## src/rtl/hazard_unit.sv

```systemverilog
// hazard_unit: pipeline stall/flush controller.
// Handles the hazards that forwarding cannot resolve:
//   - load-use into EXE
//   - branch operands in ID that are not yet forwardable
//   - multi-cycle mul/div occupying EXE (tracked by a small FSM with a watchdog)
//   - data-memory wait states
//   - taken-branch redirect
// Optional: define HAZARD_PERF_CNT_EN to build the stall/flush performance counters.
// Without it, perf_stall_cnt and perf_flush_cnt are tied to zero.

`ifndef GPR_ADDR_SPACE
`define GPR_ADDR_SPACE 4:0
`endif

module hazard_unit #(
   parameter int MULDIV_MAX_CYCLES = 64
) (
   input  logic                   clk,
   input  logic                   rst,
   input  logic [`GPR_ADDR_SPACE] id_rs1_addr,
   input  logic                   id_rs1_re,
   input  logic [`GPR_ADDR_SPACE] id_rs2_addr,
   input  logic                   id_rs2_re,
   input  logic                   id_is_branch,
   input  logic [`GPR_ADDR_SPACE] id_exe_rd_addr,
   input  logic                   id_exe_rd_we,
   input  logic                   id_exe_mem_re,
   input  logic [`GPR_ADDR_SPACE] exe_mem_rd_addr,
   input  logic                   exe_mem_rd_we,
   input  logic                   exe_mem_mem_re,
   input  logic                   exe_muldiv_start,
   input  logic                   exe_muldiv_done,
   input  logic                   mem_busy,
   input  logic                   branch_taken,
   output logic                   pc_stall,
   output logic                   if_id_stall,
   output logic                   if_id_flush,
   output logic                   id_exe_stall,
   output logic                   id_exe_flush,
   output logic                   exe_mem_stall,
   output logic                   exe_mem_flush,
   output logic [1:0]             hazard_state,
   output logic                   hazard_err,
   output logic [31:0]            perf_stall_cnt,
   output logic [31:0]            perf_flush_cnt
);

   localparam int WD_W = $clog2(MULDIV_MAX_CYCLES) + 1;
   localparam logic [WD_W-1:0] WD_LIMIT = WD_W'(MULDIV_MAX_CYCLES - 1);

   localparam logic [1:0] IDLE        = 2'd0;
   localparam logic [1:0] MULDIV_BUSY = 2'd1;

   logic [1:0]      state;
   logic [WD_W-1:0] wd_cnt;
   logic            load_use;
   logic            br_haz;
   logic            md_busy;

   // A producer hazards a consumer only for a real register (never x0) that is both read and written.
   function automatic logic match(input logic [`GPR_ADDR_SPACE] a, input logic re,
                                  input logic [`GPR_ADDR_SPACE] rd, input logic we);
      return (a != '0) && (a == rd) && re && we;
   endfunction

   // Hazard detection. A non-load in MEM is forwarded to the branch unit, so only a load there stalls a branch.
   always_comb begin
      load_use = id_exe_mem_re &&
                 (match(id_rs1_addr, id_rs1_re, id_exe_rd_addr, id_exe_rd_we) ||
                  match(id_rs2_addr, id_rs2_re, id_exe_rd_addr, id_exe_rd_we));
      br_haz   = id_is_branch &&
                 (match(id_rs1_addr, id_rs1_re, id_exe_rd_addr, id_exe_rd_we) ||
                  match(id_rs2_addr, id_rs2_re, id_exe_rd_addr, id_exe_rd_we) ||
                  (exe_mem_mem_re &&
                   (match(id_rs1_addr, id_rs1_re, exe_mem_rd_addr, exe_mem_rd_we) ||
                    match(id_rs2_addr, id_rs2_re, exe_mem_rd_addr, exe_mem_rd_we))));
      md_busy  = ((state == IDLE) && exe_muldiv_start && !exe_muldiv_done) ||
                 ((state == MULDIV_BUSY) && !exe_muldiv_done);
   end

   // Prioritised stall/flush controls. All controls are held off while in reset.
   always_comb begin
      pc_stall      = 1'b0;
      if_id_stall   = 1'b0;
      if_id_flush   = 1'b0;
      id_exe_stall  = 1'b0;
      id_exe_flush  = 1'b0;
      exe_mem_stall = 1'b0;
      exe_mem_flush = 1'b0;
      if (!rst) begin
         if (mem_busy) begin
            pc_stall      = 1'b1;
            if_id_stall   = 1'b1;
            id_exe_stall  = 1'b1;
            exe_mem_stall = 1'b1;
         end else if (md_busy) begin
            pc_stall      = 1'b1;
            if_id_stall   = 1'b1;
            id_exe_stall  = 1'b1;
            exe_mem_flush = 1'b1;
         end else if (load_use || br_haz) begin
            pc_stall      = 1'b1;
            if_id_stall   = 1'b1;
            id_exe_flush  = 1'b1;
         end else if (branch_taken) begin
            if_id_flush   = 1'b1;
         end
      end
   end

   // Mul/div occupancy FSM with watchdog. It advances even while memory is busy.
   // On timeout it raises a sticky error and returns to IDLE.
   always_ff @(posedge clk) begin
      if (rst) begin
         state      <= IDLE;
         wd_cnt     <= '0;
         hazard_err <= 1'b0;
      end else begin
         case (state)
            IDLE: begin
               if (exe_muldiv_start && !exe_muldiv_done) begin
                  state  <= MULDIV_BUSY;
                  wd_cnt <= '0;
               end
            end
            MULDIV_BUSY: begin
               if (exe_muldiv_done) begin
                  state <= IDLE;
               end else if (wd_cnt == WD_LIMIT) begin
                  hazard_err <= 1'b1;
                  state      <= IDLE;
               end else begin
                  wd_cnt <= wd_cnt + WD_W'(1);
               end
            end
            default: state <= IDLE;
         endcase
      end
   end

   assign hazard_state = state;

`ifdef HAZARD_PERF_CNT_EN
   logic [31:0] stall_cnt;
   logic [31:0] flush_cnt;

   // Free-running, wrapping counts of stalled-PC cycles and redirect flushes.
   always_ff @(posedge clk) begin
      if (rst) begin
         stall_cnt <= '0;
         flush_cnt <= '0;
      end else begin
         if (pc_stall) stall_cnt <= stall_cnt + 32'd1;
         if (if_id_flush) flush_cnt <= flush_cnt + 32'd1;
      end
   end

   assign perf_stall_cnt = stall_cnt;
   assign perf_flush_cnt = flush_cnt;
`else
   assign perf_stall_cnt = '0;
   assign perf_flush_cnt = '0;
`endif

endmodule

```

## config.mk

```make
export PLATFORM = sky130hd
export DESIGN_NAME = hazard_unit
export DESIGN_NICKNAME = d
export VERILOG_FILES = /design/src/rtl/hazard_unit.sv
export SDC_FILE = /design/constraint.sdc
export NUM_CORES = 1
export LEC_CHECK = 0
export ABC_AREA = 1
export BUFFER_PORTS_ARGS = -buffer_cell sky130_fd_sc_hd__buf_4
export CAP_MARGIN = 20
export CORE_MARGIN = 2
export CORE_UTILIZATION = 37
export CTS_CLUSTER_SIZE = 28
export DETAILED_ROUTE_END_ITERATION = 10
export PLACE_DENSITY = 0.88
export SLEW_MARGIN = 20
export SYNTH_ARGS = -nofsm -noshare
export SYNTH_HDL_FRONTEND = slang
export SYNTH_SLANG_ARGS = --single-unit
```

## constraint.sdc

```tcl
create_clock -name clk -period 1.3 [get_ports clk]
set_clock_uncertainty 0.1 [all_clocks]
set_input_delay 0 -clock clk [delete_from_list [all_inputs] [get_ports clk]]
set_output_delay 0 -clock clk [all_outputs]
set_load 0.02 [all_outputs]
```

### Word level (Yosys, flattened, before mapping)

Cells that the tools add are included.

| operators by class | value |
|---|---|
| add/sub/neg operators | 1 |
| multiply operators | 0 |
| div/mod/pow operators | 0 |
| magnitude comparators | 0 |
| eq/ne operators | 10 |
| shifts and indexed selects | 0 |
| multiplexer cells | 27 |
| bitwise operators | 1 |
| reduce and logical (&&, ||, !) cells | 32 |

Operators by type and width:

| cell | count |
|---|---|
| 7-bit two-way mux | 3 |
| 5-bit == test | 4 |
| 1-bit logical AND | 19 |
| 1-bit two-way mux | 19 |
| 7-bit case mux with 2 select lines | 1 |
| 5-bit nonzero test | 2 |
| 7-bit by 1-bit adder with 7-bit output, second input constant | 1 |
| 7-bit by 6-bit == test with 1-bit output, second input constant | 1 |
| 2-bit two-way mux | 3 |
| 1-bit logical OR | 5 |
| 2-bit != test, second input constant | 2 |
| 2-bit case mux with 2 select lines | 1 |
| 4-bit AND reduction | 1 |
| 3-bit by 2-bit != test with 1-bit output, second input constant | 1 |
| 3-bit AND reduction | 1 |
| 2-bit by 1-bit == test with 1-bit output, second input constant | 1 |
| 2-bit logical NOT | 1 |
| 2-bit by 1-bit != test with 1-bit output, second input constant | 1 |
| 2-bit AND reduction | 1 |
| 2-bit nonzero test | 1 |
| 1-bit logical NOT | 1 |
| 1-bit inverter | 1 |

| word-level totals | value |
|---|---|
| register bits | 10 |
| latch bits | 0 |
| bits in writable memories | 0 |
| memory bits (read-only) | 0 |
| input port bits | 33 |
| output and inout port bits | 74 |
| word-level logic and storage cells | 74 |
| memories kept | 0 |

### Longest topological paths before layout

| logic depth | value |
|---|---|
| depth after elaboration | 13 |
| gate-level depth with buffers | 13 |
| depth with buffers taken out | 12 |

### Least setup slack after synthesis

OpenSTA, ideal clock, no wires.

| timing path | value |
|---|---|
| path kind | register to output |
| start | register state[0], in the netlist hazard_state[0] |
| end | output port pc_stall |
| arrival | 1.624 ns |
| data required time | 1.200 ns |
| path slack | -0.424 ns |
| stages on the path, launching flop included | 10 |
| cells stage by stage | dfxtp_1 > inv_1 > nor2_2 > nor2_1 > nand2_1 > inv_1 > nor2_1 > inv_1 > nand2_1 > buf_4 |

| between the ends | value |
|---|---|
| cells in the longest elaborated chain, start to end | 7 |
| elaborated cells between the ends (all ways) | 9 |
| classes of those cells | 1 x eq/ne; 3 x mux; 5 x reduce/logical |

RTL lines:

| item | RTL line | source |
|---|---|---|
| start: declaration | 54 | `logic [1:0] state;` |
| start signal: assignment | 115 | `state <= IDLE;` |
| start signal: assignment | 122 | `state <= MULDIV_BUSY;` |
| start signal: assignment | 128 | `state <= IDLE;` |
| 2-bit logical NOT | 77 | `md_busy = ((state == IDLE) && exe_muldiv_start && !exe_muldiv_done) \|\|` |
| 1-bit logical AND (2 in a row) | 77 |  |
| 1-bit logical OR (*) | 77 |  |
| 1-bit two-way mux (*) (3 in a row) | - |  |
| end: declaration | 35 | `output logic pc_stall,` |

Every way passes the cells marked *; elsewhere a longest branch is shown, timed or not.

### Worst setup path after layout

| timing path | value |
|---|---|
| start | register state[0], in the netlist hazard_state[0] |
| end | output port if_id_stall |

| between the ends | value |
|---|---|
| cells in the longest elaborated chain, start to end | 7 |
| elaborated cells between the ends (all ways) | 9 |
| classes of those cells | 1 x eq/ne; 3 x mux; 5 x reduce/logical |

RTL lines:

| item | RTL line | source |
|---|---|---|
| 2-bit logical NOT | 77 |  |
| 1-bit logical AND (2 in a row) | 77 |  |
| 1-bit logical OR (*) | 77 |  |
| 1-bit two-way mux (*) | 96 | `end else if (md_busy) begin` |
| 1-bit two-way mux (*) | 91 | `if (mem_busy) begin` |
| 1-bit two-way mux (*) | 90 | `if (!rst) begin` |
| end: declaration | 36 | `output logic if_id_stall,` |

Marked as above.

==> impl_metrics.tcl <==
set metrics [dict create \
    gp_congestion 0.8464 \
    area_growth_pct 27.06 \
    cts-root-buf "clkbuf_8" \
    cp_data_required_time_ps 1200 \
    layout_min_cycle_time_ps 1430 \
    drv_slew 0 \
    grt_max_degree 9 \
    cp_max_fo 4 \
    drive_gt1_frac 0.2862 \
    synthArstFlopShare 0 \
    finalHoldViolCount 0 \
    drt_iter0_drc 61 \
    post-route-period-util 1.100 \
    post-place-ws_ps -41.85 \
    post-route-util 0.4980 \
    cts.sinks 9 \
    wl_mm 3.293 \
    setup_viol_count_final 12 \
    yosysTopAreaCellShare 0.3402 \
    synth_top_family_by_area "buffers and inverters" \
    synth_fa_ha_area_frac 0.008591 \
    syn_inst 250 \
    via_count 1430 \
    grt_pass1_vias 1280 \
    core_area_um2 3716 \
    wire_per_inst_um 9.355 \
    max_stage_delay_ps 360 \
    start_util 0.3919 \
    path_clk_slew_ps 50 \
    dieWidth_um 66.74 \
    final_cell_mix "nand2_1 (73), conb_1 (65), buf_4 (48)" \
    final_common_cell "nand2_1" \
    synth_cell_types 25 \
    hold_class "primary input to register" \
    place_inst 341 \
    critPathKind "register to output pin" \
    synthFlopType "dfxtp_1" \
    yosysTopAreaCell "buf_4" \
    cap_violations 0 \
    violations "negative setup slack" \
    overflow 0 \
    p_leak_nw 1.047 \
    syn_area_um2 1456 \
    arrival_ps 1330 \
    fp.dieH_um 66.74 \
    drtAntennaViolNets 0 \
    fin_setup_tns_ps -883.3 \
    dieArea_um2 4454 \
    synth_edf_count 0 \
    clockBufferDepth 2 \
    port_buffers 41 \
    grt_usage 0.1371 \
    ys_top_cells_by_area "buf_4 (34%), nand2_1 (19%), dfxtp_1 (12%)" \
    n_antenna_cell 0 \
    end_kind "output pin" \
    fill_cells 378 \
    antenna_found_initial 0 \
    clock.fmax_mhz 699.2 \
    grt_pass1_wl_mm 4.809 \
    htreeDepth 1 \
    cts_inserted_buffers 3 \
    status "complete, but fails checks" \
    final_cell_area_um2 1851 \
    layout.nets 339 \
    slowest_stage "dfxtp_4" \
    io_pins 107 \
    drc 0 \
    powerDensity_nw_per_um2 603.7 \
    firstDrtPassIters 4 \
    startpoint_type "register" \
    rows 22 \
    path_cells "nor3_4 > nor2_4 > nand2_2 > inv_2 > nor2_4 > inv_2 > nand2_4 > buf_6" \
    rsz0062_at_grt "true" \
    power.total_mw 1.117 \
    synth_compound_area_frac 0.06529 \
    whs_ps 57.19 \
    clk_latency_ps 230 \
    fin_ws_ps -130.2 \
    avgViaCountPerCell 4.063 \
    cts_tree "built" \
    ys_seq_area_frac 0.1237 \
    ys.warnings.count 0 \
    syn_avg_cell_area_um2 5.826 \
    synth-xor-area-share 0.01203 \
    dp_hpwl_mm 2.542 \
    yosys-mux-area-fraction 0 \
    placed_area_um2 1639 \
    final_cells 352 \
    peakVddDrop_v 0.0002271 \
    synth_simple_gate_area_frac 0.3436 \
    ys_ff_latch 9 \
]
[cell usage after synthesis, types with 2 or more instances]
cell type and n:
nand2_1 75, buf_4 66, inv_1 38, nor2_1 19
nand3_1 10, a21oi_1 9, dfxtp_1 9, nand3_2 3
o21ai_2 3, nor3_2 2, o21a_1 2
[worst max-delay path, delay by kind of cell, from the launching register on]
family,cells,cell delay (ps)
buffers and inverters,3,210
flip-flops,1,360
AND/OR/NAND/NOR,5,510
[registers in the layout, indices dropped and copies added, names as in the netlist]
register	count
wd_cnt	7
hazard_err	1
hazard_state	1
[layout make-up]
| type | instances | area [um^2] | share of cell area |
|---|---|---|---|
| Multi-Input combinational cell | 199 | 997.2 | 0.5389 |
| Clock buffer | 4 | 45.04 | 0.02434 |
| Inverter | 40 | 157.7 | 0.08519 |
| Tap cell | 48 | 60.06 | 0.03245 |
| Sequential cell | 9 | 186.4 | 0.1007 |
| Timing Repair Buffer | 52 | 404.1 | 0.2184 |
[timing repair]
action | in CTS | in global routing
gates resized for setup | 13 | 13
pin swaps | 7 | 2
setup endpoints to repair | 7 | 13
setup buffers | 4 | 2
hold buffers | 1 | 0
endpoints found under the hold margin | 3 | 0
[routing by layer]
metal  vias to the layer above  wire, um  track usage
met3                         5       282      0.01014
met2                        80      1691       0.2713
li1                        726         -            -
met4                         0        33      0.05612
met5                         -         0            0
met1                       619      1285       0.1466
[report_power, final]
group	switching, mW	internal [mW]
logic	0.345	0.161
registers	0.00445	0.279
clock network	0.114	0.214
total	0.463	0.654
[path summary, 6_finish.rpt]
check                           cells past startpoint  slack [ps]          end       startpoint
worst max-delay path                                8        -130  if_id_stall  hazard_state[0]
worst min-delay path                                3          60   hazard_err              rst
worst max register to register                      7        -100    wd_cnt[3]        wd_cnt[0]
worst min register to register                      2         380    wd_cnt[6]        wd_cnt[6]
[cell families (layout without fill, tap and decap cells)]
| group | count (synthesis) | after routing |
|---|---|---|
| adder cells (fa/ha/maj) | 1 | 1 |
| AO/OA/AOI/OAI | 15 | 15 |
| flip-flops | 9 | 9 |
| AND/OR/NAND/NOR | 116 | 116 |
| XOR/XNOR | 2 | 2 |
| buffers and inverters | 106 | 96 |
| other | 1 | 65 |
(Power assumes the default switching activity.)
